$ cat src/rtl/rs_syndrome_stream_if.sv
// Stream bundle for rs_syndrome_stream.
// The master drives the symbol stream and synd_rdy.
// The slave (the syndrome unit) drives the result, the status pulses and the debug state.
//
// Handshake semantics:
//   Input side: a symbol is consumed in every cycle with din_val = 1. There is no backpressure.
//   Output side: a result transfers on a rising edge where synd_val & synd_rdy.
//   synd and synd_zero stay stable while synd_val = 1 and no transfer occurs.
interface rs_syndrome_stream_if #(
  parameter int NPAR = 12
);
  logic              din_val;
  logic              din_sop;
  logic              din_eop;
  logic [7:0]        din;
  logic              synd_val;
  logic              synd_rdy;
  logic [8*NPAR-1:0] synd;
  logic              synd_zero;
  logic              frame_err;
  logic              ovf;
  logic [15:0]       synd_err_cnt;
  logic              fsm_state;   // 0 = IDLE, 1 = ACC

  modport master (
    output din_val, din_sop, din_eop, din, synd_rdy,
    input  synd_val, synd, synd_zero, frame_err, ovf, synd_err_cnt, fsm_state
  );

  modport slave (
    input  din_val, din_sop, din_eop, din, synd_rdy,
    output synd_val, synd, synd_zero, frame_err, ovf, synd_err_cnt, fsm_state
  );
endinterface

$ cat src/rtl/rs_syndrome_stream.sv
// Streaming RS syndrome unit over GF(2^8).
// It checks frame framing and evaluates all NPAR syndromes by Horner's rule.
// Results are handed off through a one-deep valid/ready register.
//
// Optional feature: define RS_SYND_ERRCNT_EN to enable a saturating count of
// frames with nonzero syndromes. Without the macro, synd_err_cnt is tied to zero.
module rs_syndrome_stream #(
  parameter int         N    = 132,
  parameter int         NPAR = 12,
  parameter int         FCR  = 0,
  parameter logic [7:0] PRIM = 8'h1D
) (
  input  logic                 clk,
  input  logic                 rst,
  rs_syndrome_stream_if.slave  s
);

  typedef enum logic {IDLE = 1'b0, ACC = 1'b1} state_t;

  // GF(2^8) multiply, modulo x^8 + PRIM.
  // The second operand is always a constant root, so this reduces to an XOR network.
  function automatic logic [7:0] gf_mul(input logic [7:0] a, input logic [7:0] b);
    logic [7:0] p;
    logic [7:0] x;
    p = 8'h00;
    x = a;
    for (int k = 0; k < 8; k++) begin
      if (b[k]) p = p ^ x;
      x = {x[6:0], 1'b0} ^ (x[7] ? PRIM : 8'h00);
    end
    return p;
  endfunction

  // alpha^e, computed at elaboration time. The exponent is reduced mod 255.
  function automatic logic [7:0] alpha_pow(input int e);
    logic [7:0] x;
    x = 8'h01;
    for (int k = 0; k < (e % 255); k++)
      x = {x[6:0], 1'b0} ^ (x[7] ? PRIM : 8'h00);
    return x;
  endfunction

  state_t            state;
  logic [7:0]        cnt;
  logic [8*NPAR-1:0] acc;
  logic [8*NPAR-1:0] acc_next;
  logic [8*NPAR-1:0] din_rep;
  logic              frame_err_q;
  logic              synd_val_q;
  logic [8*NPAR-1:0] synd_q;
  logic              synd_zero_q;
  logic              ovf_q;

  // One Horner step per syndrome lane: acc_i * alpha^(FCR+i) + din.
  for (genvar i = 0; i < NPAR; i++) begin : g_lane
    localparam logic [7:0] ROOT = alpha_pow(FCR + i);
    assign acc_next[8*i +: 8] = gf_mul(acc[8*i +: 8], ROOT) ^ s.din;
    assign din_rep[8*i +: 8]  = s.din;
  end

  logic [8:0] cnt_inc;
  logic       last_sym;
  logic       complete;
  logic       load;

  assign cnt_inc  = {1'b0, cnt} + 9'd1;
  assign last_sym = (cnt_inc == 9'(N));

  // Completion outranks the sop restart when both land on the same symbol.
  assign complete = s.din_val && (state == ACC) && s.din_eop && last_sym;
  assign load     = complete && (!synd_val_q || s.synd_rdy);

  // Framing FSM and syndrome accumulators.
  always_ff @(posedge clk) begin
    if (rst) begin
      state       <= IDLE;
      cnt         <= 8'd0;
      acc         <= '0;
      frame_err_q <= 1'b0;
    end else begin
      frame_err_q <= 1'b0;
      if (s.din_val) begin
        case (state)
          IDLE: begin
            if (s.din_sop) begin
              acc <= din_rep;
              cnt <= 8'd1;
              // A frame of length 1 can never match N (N >= 2).
              if (s.din_eop) begin
                frame_err_q <= 1'b1;
                state       <= IDLE;
              end else begin
                state <= ACC;
              end
            end else begin
              frame_err_q <= 1'b1;
            end
          end
          ACC: begin
            if (complete) begin
              acc   <= acc_next;
              cnt   <= 8'd0;
              state <= IDLE;
            end else if (s.din_sop) begin
              frame_err_q <= 1'b1;
              acc         <= din_rep;
              cnt         <= 8'd1;
              state       <= s.din_eop ? IDLE : ACC;
            end else if (s.din_eop || last_sym) begin
              frame_err_q <= 1'b1;
              cnt         <= 8'd0;
              state       <= IDLE;
            end else begin
              acc <= acc_next;
              cnt <= cnt_inc[7:0];
            end
          end
          default: state <= IDLE;
        endcase
      end
    end
  end

  // One-deep output register. A completed frame that finds it occupied is dropped.
  always_ff @(posedge clk) begin
    if (rst) begin
      synd_val_q  <= 1'b0;
      synd_q      <= '0;
      synd_zero_q <= 1'b0;
      ovf_q       <= 1'b0;
    end else begin
      ovf_q <= complete && !load;
      if (load) begin
        synd_val_q  <= 1'b1;
        synd_q      <= acc_next;
        synd_zero_q <= (acc_next == '0);
      end else if (synd_val_q && s.synd_rdy) begin
        synd_val_q <= 1'b0;
      end
    end
  end

`ifdef RS_SYND_ERRCNT_EN
  logic [15:0] err_cnt_q;

  // Saturating count of loaded results that flag an error.
  always_ff @(posedge clk) begin
    if (rst) begin
      err_cnt_q <= 16'h0000;
    end else if (load && (acc_next != '0) && (err_cnt_q != 16'hFFFF)) begin
      err_cnt_q <= err_cnt_q + 16'd1;
    end
  end

  assign s.synd_err_cnt = err_cnt_q;
`else
  assign s.synd_err_cnt = 16'h0000;
`endif

  assign s.synd_val  = synd_val_q;
  assign s.synd      = synd_q;
  assign s.synd_zero = synd_zero_q;
  assign s.frame_err = frame_err_q;
  assign s.ovf       = ovf_q;
  assign s.fsm_state = state;

endmodule

$ cat src/flat_wrapper.sv
// flat-port wrapper written by rule: the top's interface ports become plain ports
module rs_syndrome_stream_flat 
#(
  parameter int         N    = 132,
  parameter int         NPAR = 12,
  parameter int         FCR  = 0,
  parameter logic [7:0] PRIM = 8'h1D
)
  (clk, rst, s_din_val, s_din_sop, s_din_eop, s_din, s_synd_rdy, s_synd_val, s_synd, s_synd_zero, s_frame_err, s_ovf, s_synd_err_cnt, s_fsm_state);
  rs_syndrome_stream_if #(.NPAR(NPAR)) s_i ();
  input  logic clk;
  input  logic rst;
  input wire logic [$bits(s_i.din_val)-1:0] s_din_val;
  input wire logic [$bits(s_i.din_sop)-1:0] s_din_sop;
  input wire logic [$bits(s_i.din_eop)-1:0] s_din_eop;
  input wire logic [$bits(s_i.din)-1:0] s_din;
  input wire logic [$bits(s_i.synd_rdy)-1:0] s_synd_rdy;
  output wire logic [$bits(s_i.synd_val)-1:0] s_synd_val;
  output wire logic [$bits(s_i.synd)-1:0] s_synd;
  output wire logic [$bits(s_i.synd_zero)-1:0] s_synd_zero;
  output wire logic [$bits(s_i.frame_err)-1:0] s_frame_err;
  output wire logic [$bits(s_i.ovf)-1:0] s_ovf;
  output wire logic [$bits(s_i.synd_err_cnt)-1:0] s_synd_err_cnt;
  output wire logic [$bits(s_i.fsm_state)-1:0] s_fsm_state;
  assign s_i.din_val = s_din_val;
  assign s_i.din_sop = s_din_sop;
  assign s_i.din_eop = s_din_eop;
  assign s_i.din = s_din;
  assign s_i.synd_rdy = s_synd_rdy;
  assign s_synd_val = s_i.synd_val;
  assign s_synd = s_i.synd;
  assign s_synd_zero = s_i.synd_zero;
  assign s_frame_err = s_i.frame_err;
  assign s_ovf = s_i.ovf;
  assign s_synd_err_cnt = s_i.synd_err_cnt;
  assign s_fsm_state = s_i.fsm_state;
  rs_syndrome_stream #(.N(N), .NPAR(NPAR), .FCR(FCR), .PRIM(PRIM)) u_core (.clk(clk), .rst(rst), .s(s_i));
endmodule
$ cat config.mk
export PLATFORM = sky130hd
export DESIGN_NAME = rs_syndrome_stream_flat
export DESIGN_NICKNAME = d
export VERILOG_FILES = /design/src/rtl/rs_syndrome_stream_if.sv /design/src/rtl/rs_syndrome_stream.sv /design/src/flat_wrapper.sv
export SDC_FILE = /design/constraint.sdc
export NUM_CORES = 1
export LEC_CHECK = 0
export CAP_MARGIN = 20
export CORE_ASPECT_RATIO = 0.7
export CORE_MARGIN = 2
export CORE_UTILIZATION = 45
export CTS_CLUSTER_SIZE = 30
export DETAILED_ROUTE_END_ITERATION = 6
export PLACE_DENSITY_LB_ADDON = 0.1
export SYNTH_ARGS = -nofsm -noshare
export SYNTH_HDL_FRONTEND = slang
export SYNTH_SLANG_ARGS = --single-unit
$ cat constraint.sdc
create_clock -name clk -period 3.1 [get_ports clk]
set_clock_uncertainty 0.15 [all_clocks]
set_input_delay 0.62 -clock clk [delete_from_list [all_inputs] [get_ports clk]]
set_output_delay 0.62 -clock clk [all_outputs]
set_load 0.005 [all_outputs]
==> results_dict.tcl <==
set metrics [dict create \
    gp_congestion 0.904 \
    vias 10000 \
    antenna_cells 0 \
    cts_tree "yes" \
    synth.cells.most_frequent "nand2_1 (238), dfxtp_1 (205), xnor2_1 (168)" \
    initial_core_util_pct 46.2 \
    cts-buffers-inserted 22 \
    grt_overflow 0 \
    synth_warnings 0 \
    worstSetupEndpointType "flop" \
    min_path_cells 2 \
    synth_area_sq_um 11000 \
    layout.cells.non_filler 1871 \
    root_buffer "clkbuf_16" \
    wl_per_cell_um 17.6 \
    maxCapViolations 0 \
    ir_worst_vdd_v 0.000364 \
    min_from "u_core.s.synd[58]" \
    layout.nets 1556 \
    worst_r2r_endpoint "u_core.acc[76]" \
    cts_sinks 205 \
    ff2ff_setup_slack_ns 0.32 \
    rsz0062_at_grt "no" \
    n_fill_cell 2196 \
    postRouteAntennaNets 0 \
    required_ns 3.39 \
    coreArea_sq_um 23800 \
    worstReg2RegStart "u_core.cnt[0]" \
    die_area_sq_um 25700 \
    drcViolationCount 0 \
    initialDrtViolationCount 768 \
    final_cell_area_sq_um 13900 \
    cp-start-kind "input port" \
    period_share_pct 92.1 \
    synth_edf_count 0 \
    synth_area_leader_cell "dfxtp_1" \
    netlist_instances 1389 \
    arrival_ns 3.15 \
    grt_pass1_vias 9279 \
    antenna_found_initial 0 \
    async_reset_ff_share_pct 0 \
    grt_max_degree 206 \
    hold_viol_final 0 \
    place_area_sq_um 13200 \
    post_cts_buffers 0 \
    timing.final.crit_period_ns 2.86 \
    holdBufCountCts 0 \
    synth_cell_types 54 \
    drt-vias-per-instance 5.35 \
    clkTransAtPathRegs_ns 0.06 \
    post_cts_resize_count 0 \
    hold_path.class "reg -> reg" \
    critPathMaxFanout 2 \
    p_leak_nw 4.90 \
    post-route-util_pct 58.5 \
    fp-row-count 47 \
    hpwl_mm 23.7 \
    drive_above_1_share_pct 11.5 \
    io_buffers 114 \
    synth_seq_area_share_pct 37.4 \
    track_usage_pct 25.5 \
    worstMarginPinSlew_ns 1.12 \
    insertion_delay_ns 0.51 \
    ys_top_cells_by_area "dfxtp_1 (37%), xnor2_1 (13%), nand2_1 (8.1%)" \
    worstSetupPathType "in -> reg" \
    boundaryPins 131 \
    setup_ws_ns 0.244 \
    dr.pass1.iters 5 \
    h-tree-depth 1 \
    reg2reg_depth 10 \
    avgSynthCellArea_sq_um 7.90 \
    die_y_um 135 \
    synth_top_area_share_pct 37.4 \
    total_power_w 0.00716 \
    routed_wl_mm 33.0 \
    grt_pass1_wl_mm 52.0 \
    setup_violations 0 \
    fp.dieW_um 191 \
    fmax_mhz 350 \
    hold-path-endpoint "u_core.s.synd[58]" \
    synth_ff_type "dfxtp_1" \
    status "finished, final reports clean" \
    dp_cells 1835 \
    synth.most_common_cell "nand2_1" \
    relSlewSlack_pct 25.6 \
    pwr_density_cell_nw_per_um2 515 \
    synthToLayoutAreaGrowth_pct 26.7 \
    preCtsSetupSlack_ns -0.291 \
    slew_viol_final 0 \
    cts.path.max_buffers 3 \
    ys_seq_elements 205 \
]
-- worst max path at each step --
stage | startpoint | endpoint | depth (start not counted) | slack (ns)
after floorplan | s_din[5] | u_core.s.synd_zero | 8 | 0.49
after global routing | s_din[3] | u_core.s.synd_zero | 9 | 0.03
after CTS | s_din[3] | u_core.s.synd_zero | 9 | 0.24
after global placement | s_din[3] | u_core.s.synd_zero | 9 | -0.23
after detailed placement | s_din[3] | u_core.s.synd_zero | 9 | -0.29
final | s_din[3] | u_core.s.synd_zero | 9 | 0.24
-- layout by cell type (no fill, tap or decap), drive strengths merged, types with 11 or more instances in the layout --
cell	netlist	routed
nand2	238	238
dfxtp	205	205
xnor2	169	169
nor2	158	158
a21oi	133	133
buf	52	132
clkdlybuf4s50	0	113
xor2	97	97
a211oi	56	56
nor3	46	46
o21ai	33	33
clkbuf	80	28
conb	1	16
nor4	13	13
or3	11	11
-- stage by stage --
step	hold WS, ns	TNS, ns
after floorplan	0.298	0
after global placement	0.288	-0.350
after detailed placement	0.294	-0.641
after CTS	0.301	0
after global routing	0.317	0
final	0.297	0
-- power breakdown --
part	total, W	internal (W)	switching, W	leakage (nW)
logic	0.00169	0.000777	0.000910	2.89
clock network	0.00261	0.00153	0.00108	0.347
registers	0.00286	0.00272	0.000135	1.67
-- metal layers --
metal	up-vias	GRT usage, %	share of wire, %
met1	4771	38.9	50
met2	294	37.5	42
met4	0	5.99	2.2
li1	4898	-	-
met3	47	3.92	6.2
met5	-	0	0
-- registers in the layout (all words and copies together), names as in the netlist --
name,cells
u_core.cnt,8
u_core.s.frame_err,1
u_core.s.synd_zero,1
u_core.acc,96
u_core.s.ovf,1
u_core.s.synd,96
u_core.s.synd_val,1
u_core.s.fsm_state,1
-- critical path: stages --
cell and delay, ns:
clkdlybuf4s50_1 0.59, xor2_1 0.24, or4_1 0.41, a2111oi_0 0.47, nand4_1 0.14, nor4_1 0.28
buf_4 0.17, nand4_1 0.08, o21ai_1 0.13
-- cells by family after synthesis --
group | Yosys count | share of synthesized area, %
other | 1 | 0.0342
adder cells (fa/ha/maj) | 1 | 0.114
flip-flops | 205 | 37.4
AND/OR/NAND/NOR | 520 | 20.5
XOR/XNOR | 266 | 21.6
buffers and inverters | 134 | 5.85
AO/OA/AOI/OAI | 261 | 14.4
multiplexers | 1 | 0.0913
-- cell type report --
class	count	area, sq um	area share (%)
Tap cell	318	398	2.86
Sequential cell	205	4100	29.5
Timing Repair Buffer	245	2380	17.1
Clock buffer	28	604	4.35
Inverter	2	7.51	0.0540
Multi-Input combinational cell	1065	6310	45.4
Clock inverter	8	90.1	0.648
(Power assumes the default switching activity.)
